===== src/rtl/ejtag_pracc_bridge.sv =====
// ejtag_pracc_bridge
//   Bridges the EJTAG DAP's ADDRESS / DATA / CONTROL data registers to a simple
//   req/ack processor bus. A CONTROL update with PrAcc=1 launches one read or
//   write. Status and read data are returned as Capture-DR values.
// Ports
//   ICLK, TRST                      clock, async active-high reset
//   update_addr/addr_in             latch ADDRESS register value
//   update_data/data_in             latch DATA register value
//   update_ctrl/ctrl_in             CONTROL: [19] PRnW, [18] PrAcc, [6:5] Psz, [1:0] W1C err/done
//   addr/data/ctrl_capture          Capture-DR values
//   mem_req/we/addr/be/wdata        bus request side
//   mem_ack/mem_rdata               bus completion side
module ejtag_pracc_bridge #(
   parameter int unsigned AW      = 32,
   parameter int unsigned DW      = 32,
   parameter int unsigned TIMEOUT = 255
) (
   input  logic          ICLK,
   input  logic          TRST,
   input  logic          update_addr,
   input  logic [AW-1:0] addr_in,
   input  logic          update_data,
   input  logic [DW-1:0] data_in,
   input  logic          update_ctrl,
   input  logic [31:0]   ctrl_in,
   output logic [AW-1:0] addr_capture,
   output logic [DW-1:0] data_capture,
   output logic [31:0]   ctrl_capture,
   output logic          mem_req,
   output logic          mem_we,
   output logic [AW-1:0] mem_addr,
   output logic [3:0]    mem_be,
   output logic [DW-1:0] mem_wdata,
   input  logic          mem_ack,
   input  logic [DW-1:0] mem_rdata
);

   localparam logic StIdle = 1'b0;
   localparam logic StBusy = 1'b1;

   // Counter only ever needs to reach TIMEOUT-1.
   localparam int unsigned CW = (TIMEOUT > 2) ? $clog2(TIMEOUT) : 1;

   logic          state_q, state_d;
   logic [AW-1:0] addr_q, addr_d;
   logic [DW-1:0] data_q, data_d;
   logic          prnw_q, prnw_d;
   logic [1:0]    psz_q, psz_d;
   logic          done_q, done_d;
   logic          err_q, err_d;
   logic [CW-1:0] cnt_q, cnt_d;

   logic [1:0]    start_lsb;
   logic          illegal;
   logic          timeout_hit;

   // A start coinciding with update_addr checks the freshly latched address.
   assign start_lsb = update_addr ? addr_in[1:0] : addr_q[1:0];

   always_comb begin
      illegal = 1'b0;
      unique case (ctrl_in[6:5])
         2'b00:   illegal = 1'b0;
         2'b01:   illegal = start_lsb[0];
         2'b10:   illegal = (start_lsb != 2'b00);
         default: illegal = 1'b1;
      endcase
   end

   assign timeout_hit = (TIMEOUT != 0) && (cnt_q == CW'(TIMEOUT - 1));

   always_comb begin
      state_d = state_q;
      addr_d  = addr_q;
      data_d  = data_q;
      prnw_d  = prnw_q;
      psz_d   = psz_q;
      done_d  = done_q;
      err_d   = err_q;
      cnt_d   = cnt_q;
      if (state_q == StIdle) begin
         if (update_addr) addr_d = addr_in;
         if (update_data) data_d = data_in;
         if (update_ctrl) begin
            if (ctrl_in[1]) err_d = 1'b0;
            if (ctrl_in[0]) done_d = 1'b0;
            if (ctrl_in[18]) begin
               prnw_d = ctrl_in[19];
               psz_d  = ctrl_in[6:5];
               if (illegal) begin
                  err_d = 1'b1;
               end else begin
                  state_d = StBusy;
                  cnt_d   = '0;
                  done_d  = 1'b0;
               end
            end
         end
      end else begin
         // Ack takes priority over a simultaneous timeout.
         if (mem_ack) begin
            state_d = StIdle;
            done_d  = 1'b1;
            if (prnw_q) data_d = mem_rdata;
         end else if (timeout_hit) begin
            state_d = StIdle;
            err_d   = 1'b1;
            done_d  = 1'b0;
         end else begin
            cnt_d = cnt_q + CW'(1);
         end
      end
   end

   always_ff @(posedge ICLK or posedge TRST) begin
      if (TRST) begin
         state_q <= StIdle;
         addr_q  <= '0;
         data_q  <= '0;
         prnw_q  <= 1'b0;
         psz_q   <= 2'b00;
         done_q  <= 1'b0;
         err_q   <= 1'b0;
         cnt_q   <= '0;
      end else begin
         state_q <= state_d;
         addr_q  <= addr_d;
         data_q  <= data_d;
         prnw_q  <= prnw_d;
         psz_q   <= psz_d;
         done_q  <= done_d;
         err_q   <= err_d;
         cnt_q   <= cnt_d;
      end
   end

   logic busy;
   logic [3:0] be_raw;

   assign busy = (state_q == StBusy);

   always_comb begin
      be_raw = 4'b0000;
      unique case (psz_q)
         2'b00:   be_raw = 4'b0001 << addr_q[1:0];
         2'b01:   be_raw = addr_q[1] ? 4'b1100 : 4'b0011;
         default: be_raw = 4'b1111;
      endcase
   end

   assign mem_req   = busy;
   assign mem_we    = busy & ~prnw_q;
   assign mem_addr  = {addr_q[AW-1:2], 2'b00};
   assign mem_be    = busy ? be_raw : 4'b0000;
   assign mem_wdata = data_q;

   assign addr_capture = addr_q;
   assign data_capture = data_q;
   assign ctrl_capture = {12'b0, prnw_q, busy, 11'b0, psz_q, 3'b0, err_q, done_q};

   logic unused_ctrl;
   assign unused_ctrl = ^{ctrl_in[31:20], ctrl_in[17:7], ctrl_in[4:2]};

endmodule

===== config.mk =====
export PLATFORM = sky130hd
export DESIGN_NAME = ejtag_pracc_bridge
export DESIGN_NICKNAME = d
export VERILOG_FILES = /design/src/rtl/ejtag_pracc_bridge.sv
export SDC_FILE = /design/constraint.sdc
export NUM_CORES = 1
export LEC_CHECK = 0
export ABC_AREA = 1
export CAP_MARGIN = 40
export CORE_AREA = 2 2 116 118
export CTS_CLUSTER_SIZE = 40
export DETAILED_ROUTE_END_ITERATION = 10
export DIE_AREA = 0 0 118 120
export HOLD_SLACK_MARGIN = 0.15
export PLACE_DENSITY = 0.8
export RECOVER_POWER = 100
export SLEW_MARGIN = 20
export SYNTH_ARGS = -nofsm -noshare
export SYNTH_HDL_FRONTEND = slang
export SYNTH_SLANG_ARGS = --single-unit

===== constraint.sdc =====
create_clock -name ICLK -period 3 [get_ports ICLK]
set_input_delay 0.3 -clock ICLK [delete_from_list [all_inputs] [get_ports ICLK]]
set_output_delay 0.3 -clock ICLK [all_outputs]
set_load 0.02 [all_outputs]

# Yosys cells after proc, flatten, opt, wreduce, memory -nomap -nowiden
# Index checks and enable logic that the tools add are counted.
# classes
add_sub_neg	1
eq_ne	11
shifts	1
mux	35
bitwise	3
reduce_logical	12
# op_table
op	count
$mux W32	4
$mux W8	6
$mux W1	20
$reduce_and A3 Y1	3
$add A8 B1 Y8 const B	1
$eq A8 B8 Y1 const B	1
$mux W4	2
$ne A2 B2 Y1 const B	4
$pmux W4 S2	1
$reduce_bool A2 Y1	4
$reduce_and A5 Y1	1
$eq A2 B1 Y1 const B	2
$logic_not A2 Y1	2
$ne A2 B1 Y1 const B	2
$reduce_and A2 Y1	2
$shl A1 B2 Y4 const A	1
$ne A3 B2 Y1 const B	1
$pmux W1 S3	1
$eq A2 B2 Y1 const B	1
$mux W2	1
$not A1 Y1	2
$and A1 B1 Y1	1
# totals
regBits	78
in_bits	134
output_inout_bits	166
elab_cells	71

# Depth between registers and ports, before layout
# logic_depth
depth_word	7
ltp_mapped	10
mapped_depth_nobuf	9

# Worst setup path before layout
# No wires, ideal clock.
# synth_timing
path_type	reg2reg
startpoint	register state_q (netlist: mem_req)
endpoint	register data_q[18] (netlist: data_capture[18])
setup_time_ps	130
t_arrival_ps	1557
required_time_ps	2870
path_slack_ps	1313
path_stages_with_launch	8
n_path_buf	2
synth_period_minus_slack_ps	1687
path_cell_list	dfrtp_1 > inv_2 > buf_2 > nor2_1 > nor3_4 > buf_4 > nor2_1 > a31oi_1
# synth_via
elab_chain_len	2
word_cells_on_any_way	5
classes_between	eq/ne (2); mux (1); reduce/logical (2)
# synth_lines
element	line	text
from (decl)	44	logic state_q, state_d;
from (signal assigned)	117	state_q <= StIdle;
from (signal assigned)	126	state_q <= state_d;
$ne A2 B1 Y1 (no line) (tied with other cells)	--	
$reduce_and A3 Y1 (no line)	--	
to (signal assigned)	128	data_q <= data_d;
to (decl)	46	logic [DW-1:0] data_q, data_d;
# Parallel ways exist; a longest one is shown, timed or not.
# A chain may end at the register's enable or synchronous reset.

# Worst setup path after layout
# layout_timing
startpoint	register state_q (netlist: mem_req)
endpoint	register addr_q[29] (netlist: addr_capture[29])
# layout_via
elab_chain_len	2
# layout_lines
element	line	text
$not A1 Y1 (no line)	--	
$reduce_and A2 Y1 (no line)	--	
to (signal assigned)	127	addr_q <= addr_d;
to (decl)	45	logic [AW-1:0] addr_q, addr_d;
# Every way passes these cells.

==> metrics.md <==
| Metric | Value |
|---|---|
| Fin nets | 784 |
| DR vias/cell | 4.43 |
| Multi-input logic area | 1490 um^2 |
| Max Cap Viol | 1 |
| Setup Buffers After CTS | 0 |
| Pin count of the biggest net entering global routing | 42 |
| Setup Total Neg Slack | 0 ns |
| Seq cells post-synth | 78 |
| First-pass DRT Iterations | 4 |
| Synth-to-layout area growth | 55.3% |
| Reg2reg start | mem_req |
| Clk root buf | clkbuf_16 |
| CP delay by family, top | buffers and inverters |
| Largest stage delay, worst path | 0.63 ns |
| CP dominant cell by count | clkbuf_2 |
| Number of global-route vias before repair | 3432 |
| Worst Path Arrival | 2.80 ns |
| Max-slew headroom | -21.7% |
| Hold Path Depth | 2 |
| Required @ worst endpoint | 3.22 ns |
| Flop2flop setup slack | 0.42 ns |
| FF-to-FF End | addr_capture[29] |
| Initial Util | 32.4% |
| ANT cells | 0 |
| Skew-Pair Late Insertion Delay | 0.34 ns |
| Failing checks | capacitance limit, slew limit |
| Vias | 3673 |
| Port bufs | 245 |
| Wirelength, routed | 12300 um |
| FP Rows | 42 |
| Die Wd | 118 um |
| GP Congestion | 0.831 |
| CP Max Fanout | 32 |
| Syn Inst Count | 471 |
| First-pass GRT wire length | 18700 um |
| Initial antenna violation count | 0 |
| Static Leak | 0.00279 uW |
| FILL cells | 1203 |
| Least-Margin Pin Slew | 1.81 ns |
| Hold Slack | 0.487 ns |
| R2r worst-path depth | 5 |
| Final setup vio count | 0 |
| I/O Pins | 300 |
| Critical-path cell with the highest stage delay | dfrtp_2 |
| VDD IR max | 0.295 mV |
| Clk sinks | 78 |
| Fmax | 0.387 GHz |
| DP Worst Slack | 0.790 ns |
| Worst Hold End | err_q |
| GRT overflow | 0 |
| CTS Buf Count | 9 |
| Average wire per standard cell | 14.8 um |
| Endpoints failing hold | 0 |
| Critical Path Sink Type | register |
| Min-delay src | err_q |
| Share of cells above drive strength 1 | 8.73% |
| Synthesized area | 4210 um^2 |
| # resized after CTS | 0 |
| Pins over their slew limit | 38 |
| Yosys warning total | 0 |
| Post-synthesis sequential area ratio | 46.4% |
| Worst clock skew | 0.00545 ns |
| Hold WC Path Type | register to register |
| Total Routing Usage GR | 17.0% |
| RSZ-0062 raised after global routing | false |
| Most common cell after layout, fill and taps aside | dlygate4sd3_1 |
| FF+latch area | 1950 um^2 |
| Synth unique cells | 23 |
| Drt drc | 0 |
| CTS tree | done |
| Die Height | 120 um |
| Total power | 4360 uW |
| Pwr Density | 666 nW/um^2 |
| Crit. path cell count | 5 |
| Final worst slack | 0.416 ns |
| Critical-path cell list | inv_2 -> clkbuf_2 -> nand2_1 -> clkbuf_2 -> mux2_2 |
| Worst path bufs/invs | 3 |
| Total die area | 14200 um^2 |
| Max clock buf depth | 2 |
| H-tree depth | 3 |
| Final cycle utilization of the critical path | 86.1% |
| Hold buffers post-CTS | 0 |
| Most frequent cells in the layout | dlygate4sd3_1, nand2_1, clkdlybuf4s50_1, dfrtp_1, nor2_1 |
| Outcome | finished, violations left |
| Worst Setup Start Kind | register |
| Syn_area_per_cell | 8.94 um^2 |
| Antenna Violating Nets Remaining | 0 |
| Post-DP HPWL | 9490 um |
| Crit Path Class | register to register |
| Reg clk slew, reported paths | 0.06 ns |
| Initial DRC count | 243 |
| Core Region | 13000 um^2 |
| Post-layout min period | 2.58 ns |
registers in the layout (all words and copies together) (netlist names):
register      cells
done_q            1
cnt_q             8
err_q             1
psz_q             2
addr_capture     32
data_capture     32
prnw_q            1
mem_req           1
cells in the mapped netlist (all sizes together):
cell | n | area [um^2]
nand3 | 11 | 55.1
nand4 | 1 | 6.26
mux2 | 32 | 360
conb | 1 | 3.75
clkbuf | 6 | 22.5
ha | 2 | 25.0
nor2 | 51 | 191
or2 | 1 | 6.26
o21ai | 9 | 45.0
dfrtp | 78 | 1950
a21oi | 7 | 35.0
nor3 | 4 | 31.3
a31oi | 32 | 200
buf | 106 | 772
nand2 | 107 | 402
inv | 19 | 71.3
xnor2 | 1 | 8.76
o21bai | 2 | 15.0
nand3b | 1 | 7.51
layout make-up:
| class | count | share of cell area (%) |
|---|---|---|
| clock buffer | 11 | 3.71 |
| timing repair buffer | 251 | 38.2 |
| inverter | 19 | 1.11 |
| clock inverter | 5 | 0.899 |
| sequential | 78 | 29.9 |
| tap | 176 | 3.37 |
| multi-input combinational | 289 | 22.8 |
stage by stage:
step                cells  instance area [um^2]  util, %
finish                829                  6540     50.4
global route          829                  6540     50.4
CTS                   829                  6550     50.5
detailed placement    813                  6250     48.1
global placement      813                  6250     48.1
floorplan             498                  4310        -
worst max-delay path by stage:
stage | from | endpoint | slack (ns)
finish | mem_req | addr_capture[29] | 0.42
global route | mem_req | addr_capture[10] | 0.19
CTS | mem_req | mem_we | 0.40
detailed placement | mem_req | mem_we | 0.79
global placement | mem_req | mem_we | 0.81
floorplan | TRST | addr_capture[0] | 0.70
tightest hold or removal path: cells and delay by family, from the launching register on:
family	cells	cell delay, ns
AOI/OAI and AO/OA	1	0.05
DFF	1	0.35
and+or+nand+nor	1	0.05
cells by family after synthesis:
logic type / share of synthesized area [%]
simple gates: 16.6
mux: 8.56
xor+xnor: 0.208
fa+ha+maj: 0.594
flops: 46.4
other cells: 0.0891
compound gates: 7.01
buf+inv: 20.6
report_power, final:
| part | internal, uW | switching, uW | total, uW | leakage, uW |
|---|---|---|---|---|
| Combinational | 803 | 982 | 1780 | 0.00174 |
| Sequential | 1270 | 188 | 1460 | 0.000916 |
| Clock | 668 | 446 | 1110 | 0.000142 |
| Total | 2740 | 1620 | 4360 | 0.00279 |
routing by layer:
metal / track usage [%] / share of wire (%) / wire, um / vias to the layer above
li1: - / - / - / 1762
met1: 19.6 / 39 / 4820 / 1721
met2: 30.9 / 53 / 6530 / 173
met3: 3.71 / 6.0 / 743 / 17
met4: 6.02 / 1.7 / 206 / 0
met5: 0 / 0 / 0 / -
Note: power is estimated with default switching activity, not from simulation.
